`config.mk`:
```
export PLATFORM = sky130hd
export DESIGN_NAME = toggle_event_decoder
export DESIGN_NICKNAME = d
export VERILOG_FILES = /design/src/rtl/toggle_event_decoder.sv
export SDC_FILE = /design/constraint.sdc
export NUM_CORES = 1
export LEC_CHECK = 0
export BUFFER_PORTS_ARGS = -buffer_cell sky130_fd_sc_hd__buf_2
export CAP_MARGIN = 5
export CORE_MARGIN = 1.5
export CORE_UTILIZATION = 40
export DETAILED_ROUTE_END_ITERATION = 6
export GPL_TIMING_DRIVEN = 0
export SLEW_MARGIN = 20
export SYNTH_ARGS = -nofsm -noshare
export SYNTH_HDL_FRONTEND = slang
export SYNTH_SLANG_ARGS = --single-unit
```
`constraint.sdc`:
```
create_clock -name clk -period 2.4 [get_ports clk]
set_input_delay 0.72 -clock clk [delete_from_list [all_inputs] [get_ports clk]]
set_output_delay 0.72 -clock clk [all_outputs]
set_load 0.005 [all_outputs]
```
`src/rtl/toggle_event_decoder.sv`:
```
// Toggle-event decoder: synchronizes a toggle line and queues one event per level change, released over valid/ready.
// Optional macro TOGGLE_GLITCH_FILTER_EN adds a two-sample level filter after the synchronizer.
module toggle_event_decoder #(
   parameter int SYNC_STAGES = 2,
   parameter int CNT_W       = 4,
   parameter int TOTAL_W     = 16
) (
   input  logic               clk,
   input  logic               reset,
   input  logic               tog_in,
   input  logic               evt_ready,
   input  logic               clr_ovf,
   output logic               evt_valid,
   output logic [CNT_W-1:0]   pending,
   output logic [TOTAL_W-1:0] total,
   output logic               overflow,
   output logic               busy
);

   typedef enum logic [1:0] {FILL, PRIME, RUN} state_t;

`ifdef TOGGLE_GLITCH_FILTER_EN
   localparam int FILL_CYCLES = SYNC_STAGES + 1;
`else
   localparam int FILL_CYCLES = SYNC_STAGES;
`endif
   localparam logic [2:0]       FILL_LAST = 3'(FILL_CYCLES - 1);
   localparam logic [CNT_W-1:0] PEND_MAX  = '1;

   state_t                 state;
   state_t                 state_next;
   logic [SYNC_STAGES-1:0] sync_chain;
   logic [2:0]             fill_cnt;
   logic                   sync_out;
   logic                   level;
   logic                   prev;
   logic                   tog_edge;
   logic                   accept;
   logic                   drop;

   always_ff @(posedge clk or negedge reset) begin
      if (!reset) sync_chain <= '0;
      else        sync_chain <= {sync_chain[SYNC_STAGES-2:0], tog_in};
   end

   assign sync_out = sync_chain[SYNC_STAGES-1];

`ifdef TOGGLE_GLITCH_FILTER_EN
   logic sync_last;
   logic filt_hold;

   // A new level passes only once two consecutive synchronized samples agree on it.
   assign level = (sync_out == sync_last) ? sync_out : filt_hold;

   always_ff @(posedge clk or negedge reset) begin
      if (!reset) begin
         sync_last <= 1'b0;
         filt_hold <= 1'b0;
      end else begin
         sync_last <= sync_out;
         filt_hold <= level;
      end
   end
`else
   assign level = sync_out;
`endif

   always_ff @(posedge clk or negedge reset) begin
      if (!reset) state <= FILL;
      else        state <= state_next;
   end

   always_comb begin
      state_next = state;
      busy       = 1'b1;
      case (state)
         FILL:    if (fill_cnt == FILL_LAST) state_next = PRIME;
         PRIME:   state_next = RUN;
         RUN:     busy = 1'b0;
         default: state_next = FILL;
      endcase
   end

   always_ff @(posedge clk or negedge reset) begin
      if (!reset)                                       fill_cnt <= '0;
      else if (state == FILL && fill_cnt != FILL_LAST)  fill_cnt <= fill_cnt + 3'd1;
   end

   // prev is loaded in PRIME so whatever level tog_in holds at release never counts as an event.
   always_ff @(posedge clk or negedge reset) begin
      if (!reset)              prev <= 1'b0;
      else if (state != FILL)  prev <= level;
   end

   assign tog_edge  = (state == RUN) && (level != prev);
   assign evt_valid = (pending != '0);
   assign accept    = evt_valid && evt_ready;
   assign drop      = tog_edge && !accept && (pending == PEND_MAX);

   always_ff @(posedge clk or negedge reset) begin
      if (!reset) begin
         pending  <= '0;
         total    <= '0;
         overflow <= 1'b0;
      end else begin
         if (tog_edge && !accept && !drop) pending <= pending + CNT_W'(1);
         else if (!tog_edge && accept)     pending <= pending - CNT_W'(1);
         if (tog_edge && !drop)            total <= total + TOTAL_W'(1);
         if (drop)                         overflow <= 1'b1;
         else if (clr_ovf)                 overflow <= 1'b0;
      end
   end

endmodule

```
==> metrics.md, run 1 <==
| Metric | Value |
|---|---|
| Register-to-Register Setup Slack | about 0.18 ns |
| CP Data Arrival Time | approximately 1.6 ns |
| RSZ-0062 raised after global routing | true |
| Number of global-route vias before repair | just over 900 |
| P_leak | 0.000773 uW |
| Tcrit/Tclk final | 96.7% |
| HP Class | flop to flop |
| #FFs+latches synth | 29 |
| Post-Synthesis Cells | 109 |
| Post-synth EDFFs | 0 |
| Crit path buf inv count | 1 |
| Die W | 62.2 um |
| Largest net degree at the start of global routing | 30 |
| Outcome | complete, no violations |
| Initial drt markers | 8 |
| DRC viols | 0 |
| Post-Place Cells | 182 |
| Total number of vias | 937 |
| Initial Util | 42.0% |
| Drt wl/cell | 12.4 um |
| Initial antenna violation count | 0 |
| Worst IR Drop VDD | 0.000398 V |
| Commonest cells in the netlist | 29 x dfrtp_1, 15 x xnor2_1, 8 x nand2_1 |
| Worst hold stages | 0 |
| Synthesized area | roughly 1400 um^2 |
| Routability cong. | 0.746 |
| Grt ovf | 0 |
| Fin nets | 156 |
| Most numerous cell in the Yosys netlist | dfrtp_1 |
| Root Buffer Master | clkbuf_4 |
| Startpoint type of the worst setup path | flop |
| Hold EP | sync_chain[1] |
| Worst Path Required | 1.68 ns |
| Max cap viols | 0 |
| Cell variety after synth | 32 |
| Synth top area share | ~52% |
| Kind of cell adding the most delay to the critical path | simple AND/OR/NAND/NOR gates |
| Worst Hold Launch | sync_chain[0] |
| Critical R2R Capture | pending[3] |
| Most common flop cell mapped by yosys | dfrtp_1 |
| CP Capture Type | output pin |
| Cells on worst reg2reg path | 7 |
| Clk_skew | about 0.0073 ns |
| Synth-to-layout area growth | 19.9% |
| Ys async rst share | 100% |
| Pin slew with the least headroom to its limit | slightly above 0.6 ns |
| Critical path type | flop to output pin |
| Die Area | 3870 um^2 |
| CP max stage delay | 0.66 ns |
| Setup TNS | 0 ns |
| Antenna cells | 0 |
| Setup violators final | 0 |
| Critical path's slowest cell | or4_2 |
| Detail Route Antenna Nets | 0 |
| Io pins | 28 |
| Total iterations of the first detailed-routing run | 4 |
| Die Span Y | 62.2 um |
| Total GRT Usage | about 14% |
| YS warnings | 0 |
| HPWL after DPL | 1740 um |
| Tmin final | ~2.3 ns |
| Slew headroom | between 50 and 60% |
| Buffers on Ports | 27 |
| Depth of the CTS H-tree | 2 |
| Clock Latency Late Sink | 0.32 ns |
| Avg Cell Area, Syn | 12.9 um^2 |
| Syn Nets | 120 |
| WL final | around 2400 um |
| Core area | 3340 um^2 |
| First-pass GRT wire length | approximately 4300 um |
| Fraction of the yosys area taken by sequential cells | 51.7% |
| FMAX | 0.431 GHz |
| Ranking of synthesized cells by area | dfrtp_1 52%, xnor2_1 9.4%, ha_1 4.5%, a2111oi_4 3.9%, xor2_1 3.1% |
| Final hold violations | 0 |
| FF-to-FF Start | pending[0] |
| Pwr Density | 886 nW/um^2 |
| Final slew viol count | 0 |
| Vias/cell | 4.93 |
| Non-filler cells, final | between 150 and 200 |
| Clock slew at reported path FFs | roughly 0.080 ns |
| Longest Clk Path Bufs | 2 |
| Area leader, netlist | dfrtp_1 |
| Hold-fix buffers at CTS | 0 |
| Clk sink count | 29 |
| Share of cells above drive strength 1 | 34.7% |
| CTS tree | yes |
| Crit-path max FO | 8 |
| Row cnt | 21 |
| Crit path cell chain | or4_2 > buf_2 |
| CTS buffer count | 5 |
[state kept, by name, indices dropped and copies added, names as in the netlist]
name and cells:
overflow 1, prev 1, pending 4, sync_chain 2, state 2, fill_cnt 3, total 16
[worst register-to-register path, cell delays in order, from the launching register on]
cell,delay [ns]
dfrtp_2,0.47
o41ai_4,0.45
nand4bb_4,0.19
ha_1,0.30
a21o_1,0.19
a21oi_2,0.14
mux2i_1,0.24
xor2_1,0.16
[kinds of logic after synthesis]
logic type               share of synthesized area [%]
AO/OA/AOI/OAI                                     9.28
XOR/XNOR                                          13.6
adder cells (fa/ha/maj)                           5.89
buffers and inverters                            0.803
flip-flops                                        51.7
multiplexers                                      3.92
AND/OR/NAND/NOR                                   14.7
[routing by layer]
metal	track usage [%]	part of all wire, %
met4	5.83	1.9
met3	6.52	6.4
met2	20.8	44
met5	0	0
met1	19.1	47
[layout by cell type (no fill, tap or decap), types with 2 or more instances in the layout]
cell,n
dfrtp_1,27
xor2_1,5
nor3_1,2
o21ai_0,2
mux2_2,2
inv_1,3
buf_4,2
and3_1,2
a2111oi_4,2
nand2_1,8
nand3_1,5
a21o_1,2
nand4_1,5
xnor2_1,15
mux2_1,2
dfrtp_2,2
clkbuf_4,5
and2_1,3
buf_2,27
nor2_1,2
ha_1,5
[per-stage QoR]
stage / util [%] / hold slack (ns) / power [uW] / area (um^2) / setup WS, ns
floorplan: - / 0.331 / 1020 / 1400 / 0.202
global placement: 47.8 / 0.333 / 1180 / 1600 / 0.0403
detailed placement: 47.8 / 0.338 / 1200 / 1600 / 0.0210
CTS: 49.4 / 0.357 / 1470 / 1650 / 0.00775
global route: 50.4 / 0.373 / 1620 / 1680 / 0.00624
finish: 50.4 / 0.353 / 1490 / 1680 / 0.0798
[where the power goes]
part | internal (uW) | switching, uW | leakage [uW]
sequential | 592 | 147 | 0.000364
combinational | 273 | 226 | 0.000383
clock | 101 | 151 | 0.0000269
total | 966 | 524 | 0.000773
[worst max-delay path by stage]
stage               depth (start not counted)         end  slack, ns  startpoint
floorplan                                   7  pending[3]       0.20  pending[0]
global placement                            7  pending[3]       0.04  pending[0]
detailed placement                          7  pending[3]       0.02  pending[0]
CTS                                         2   evt_valid      0.008  pending[0]
global route                                7  pending[3]      0.006  pending[0]
finish                                      2   evt_valid       0.08  pending[0]
[layout make-up]
type                            count  area [um^2]
Fill cell                         318         1660
Sequential cell                    29          728
Multi-Input combinational cell     77          692
Timing Repair Buffer               29          150
Tap cell                           46         57.6
Clock buffer                        5         37.5
Inverter                            3         11.3
Clock inverter                      1         5.00
[what timing repair did]
| item | CTS | global route |
|---|---|---|
| gates resized for setup | 1 | 4 |
| hold endpoints to repair | 0 | 0 |
| endpoints found under the setup margin | 1 | 2 |
| buffers inserted | 0 | 2 |
| cloned | 0 | 0 |
| pin swaps | 0 | 2 |
Note: power is estimated with default switching activity, not from simulation.
==> inputs of run 2 (changes only) <==
- CORE_ASPECT_RATIO: not set -> 1.1
- CTS_CLUSTER_SIZE: not set -> 40
- MAX_ROUTING_LAYER: not set -> met4
==> run 2 against run 1 <==
Effect of this change:
- clock-buffer cell count up 3
- largest cell class unchanged
- largest power group unchanged
- cell count is 2.1% higher
- worst hold slack improved by 0.0052 ns
==> metrics.md, run 2 (synthesis results as in run 1) <==
| Metric | Value |
|---|---|
| Net Sw Frac | 35.2% |
| Crit-path max FO | 8 |
| Total GRT Usage | 15.0% |
| Setup violators final | 0 |
| Longest Clk Path Bufs | 2 |
| Setup TNS | 0 ns |
| CTS tree | yes |
| Clock slew at reported path FFs | 0.08 ns |
| FMAX | about 0.43 GHz |
| CTS buffer count | 5 |
| Antenna cells | 0 |
| Drt wl/cell | 13.1 um |
| Depth of the CTS H-tree | 2 |
| Total iterations of the first detailed-routing run | 4 |
| Buffers on Ports | 27 |
| CP Data Arrival Time | around 1.6 ns |
| Hold-fix buffers at CTS | 0 |
| Tmin final | 2.31 ns |
| Number of flip-flops in the largest register | 16 |
| Final Cell Area | 1690 um^2 |
| Tcrit/Tclk final | between 90% and 100% |
| Core area | 3360 um^2 |
| Pwr Density | 892 nW/um^2 |
| Die Span Y | 65.1 um |
| Routability cong. | 0.765 |
| Final WS setup | 0.0877 ns |
| Largest net degree at the start of global routing | 30 |
| First-pass GRT wire length | 4130 um |
| Worst IR Drop VDD | between 0.0004 and 0.0005 V |
| DRC viols | 0 |
| P_sw | between 500 and 600 uW |
| Startpoint type of the worst setup path | flop |
| Outcome | complete, no violations |
| WL final | about 2500 um |
| Row cnt | 22 |
| Clk sink count | 29 |
| Biggest regs | total x16, pending x4, fill_cnt x3 |
| Crit path cell chain | or4_2 > buf_2 |
| CP Capture Type | output pin |
| P_leak | 0.000773 uW |
| Clk_skew | about 0.0056 ns |
| Fin nets | 156 |
| Synth-to-layout area growth | 20.2% |
| Biggest register | total |
| Post-Place Setup Slack | between 0.015 and 0.02 ns |
| Pin slew with the least headroom to its limit | 0.650 ns |
| Final hold violations | 0 |
| Vias/cell | just under 5 |
| Combinational fraction of design power | about a third |
| Clock Latency Late Sink | approximately 0.32 ns |
| Final slew viol count | 0 |
| Clk network pwr share | between 10% and 20% |
| Root Buffer Master | clkbuf_4 |
| Share of cells above drive strength 1 | between 30% and 40% |
| Die W | roughly 60 um |
| Grt ovf | 0 |
| Area post-placement | 1600 um^2 |
| CP max stage delay | 0.64 ns |
| Fill count | 326 |
| Total number of vias | between 900 and 1000 |
| Initial antenna violation count | 0 |
| Max cap viols | 0 |
| Reg power frac | slightly below 50% |
| Slew headroom | 56.7% |
| Worst Path Required | around 1.7 ns |
| Most frequent cells in the layout | 27 x dfrtp_1, 27 x buf_2, 15 x xnor2_1 |
| Initial Util | about two fifths |
| HPWL after DPL | 1730 um |
| Initial drt markers | 34 |
| Detail Route Antenna Nets | 0 |
| Die Area | 3870 um^2 |
| HP Class | flop to flop |
| Post-Place Cells | ~180 |
| Int Power | 975 uW |
| RSZ-0062 raised after global routing | false |
| Final Hold Slack | 0.358 ns |
| Non-filler cells, final | slightly below 200 |
| Number of global-route vias before repair | 938 |
| Critical path's slowest cell | or4_2 |
| Critical path type | flop to output pin |
| Io pins | 28 |
==> run 2: cell count changes in the layout (fill, tap and decap cells not counted) <==
| cell | before | now |
|---|---|---|
| a21oi_1 | 0 | 1 |
| a21oi_2 | 1 | 0 |
| clkbuf_1 | 0 | 3 |
| clkinv_2 | 1 | 0 |
==> run 2: final cells by class <==
class	count	area (um^2)	area share (%)
Clock buffer	8	48.8	2.89
Inverter	3	11.3	0.668
Timing Repair Buffer	29	150	8.90
Tap cell	48	60.1	3.56
Multi-Input combinational cell	77	688	40.8
Sequential cell	29	728	43.2
==> run 2: path summary, 6_finish.rpt <==
| path | start | to | slack (ns) | cells after the start |
|---|---|---|---|---|
| worst max-delay path | pending[1] | evt_valid | 0.09 | 2 |
| worst min-delay path | sync_chain[0] | sync_chain[1] | 0.36 | 0 |
| worst max register to register | pending[0] | pending[3] | 0.15 | 7 |
| worst min register to register | sync_chain[0] | sync_chain[1] | 0.36 | 0 |
| max in group asynchronous | reset | pending[1] | 1.53 | 1 |
| min in group asynchronous | reset | total[11] | 0.42 | 1 |
==> run 2: power groups by stage <==
stage,sequential (uW),combinational [uW],clock (uW)
floorplan,728,289,0
global placement,730,445,0
detailed placement,739,454,0
CTS,744,458,291
global route,756,561,314
finish,741,489,275
==> run 2: layer usage <==
layer	vias to the layer above	global-route usage, %	part of all wire (%)
li1	461	-	-
met1	451	19.1	46
met2	28	20.5	47
met3	5	4.53	5.0
met4	0	9.38	1.7
met5	-	-	0
==> run 2: timing repair <==
action / 4_1_cts / 5_1_grt
resized for setup: 2 / 2
hold endpoints to repair: 0 / 0
setup endpoints to repair: 1 / 2
gates cloned: 0 / 0
buffers inserted: 0 / 2
==> run 2: critical path, delay by kind of cell (launching register included) <==
family | cells | cell delay (ns)
buffers and inverters | 1 | 0.14
and+or+nand+nor | 1 | 0.64
DFF | 1 | 0.48
==> run 2: stage by stage <==
step                utilization (%)  total power [uW]
floorplan                         -              1020
global placement               47.6              1180
detailed placement             47.6              1190
CTS                            49.4              1490
global route                   50.2              1630
finish                         50.2              1510
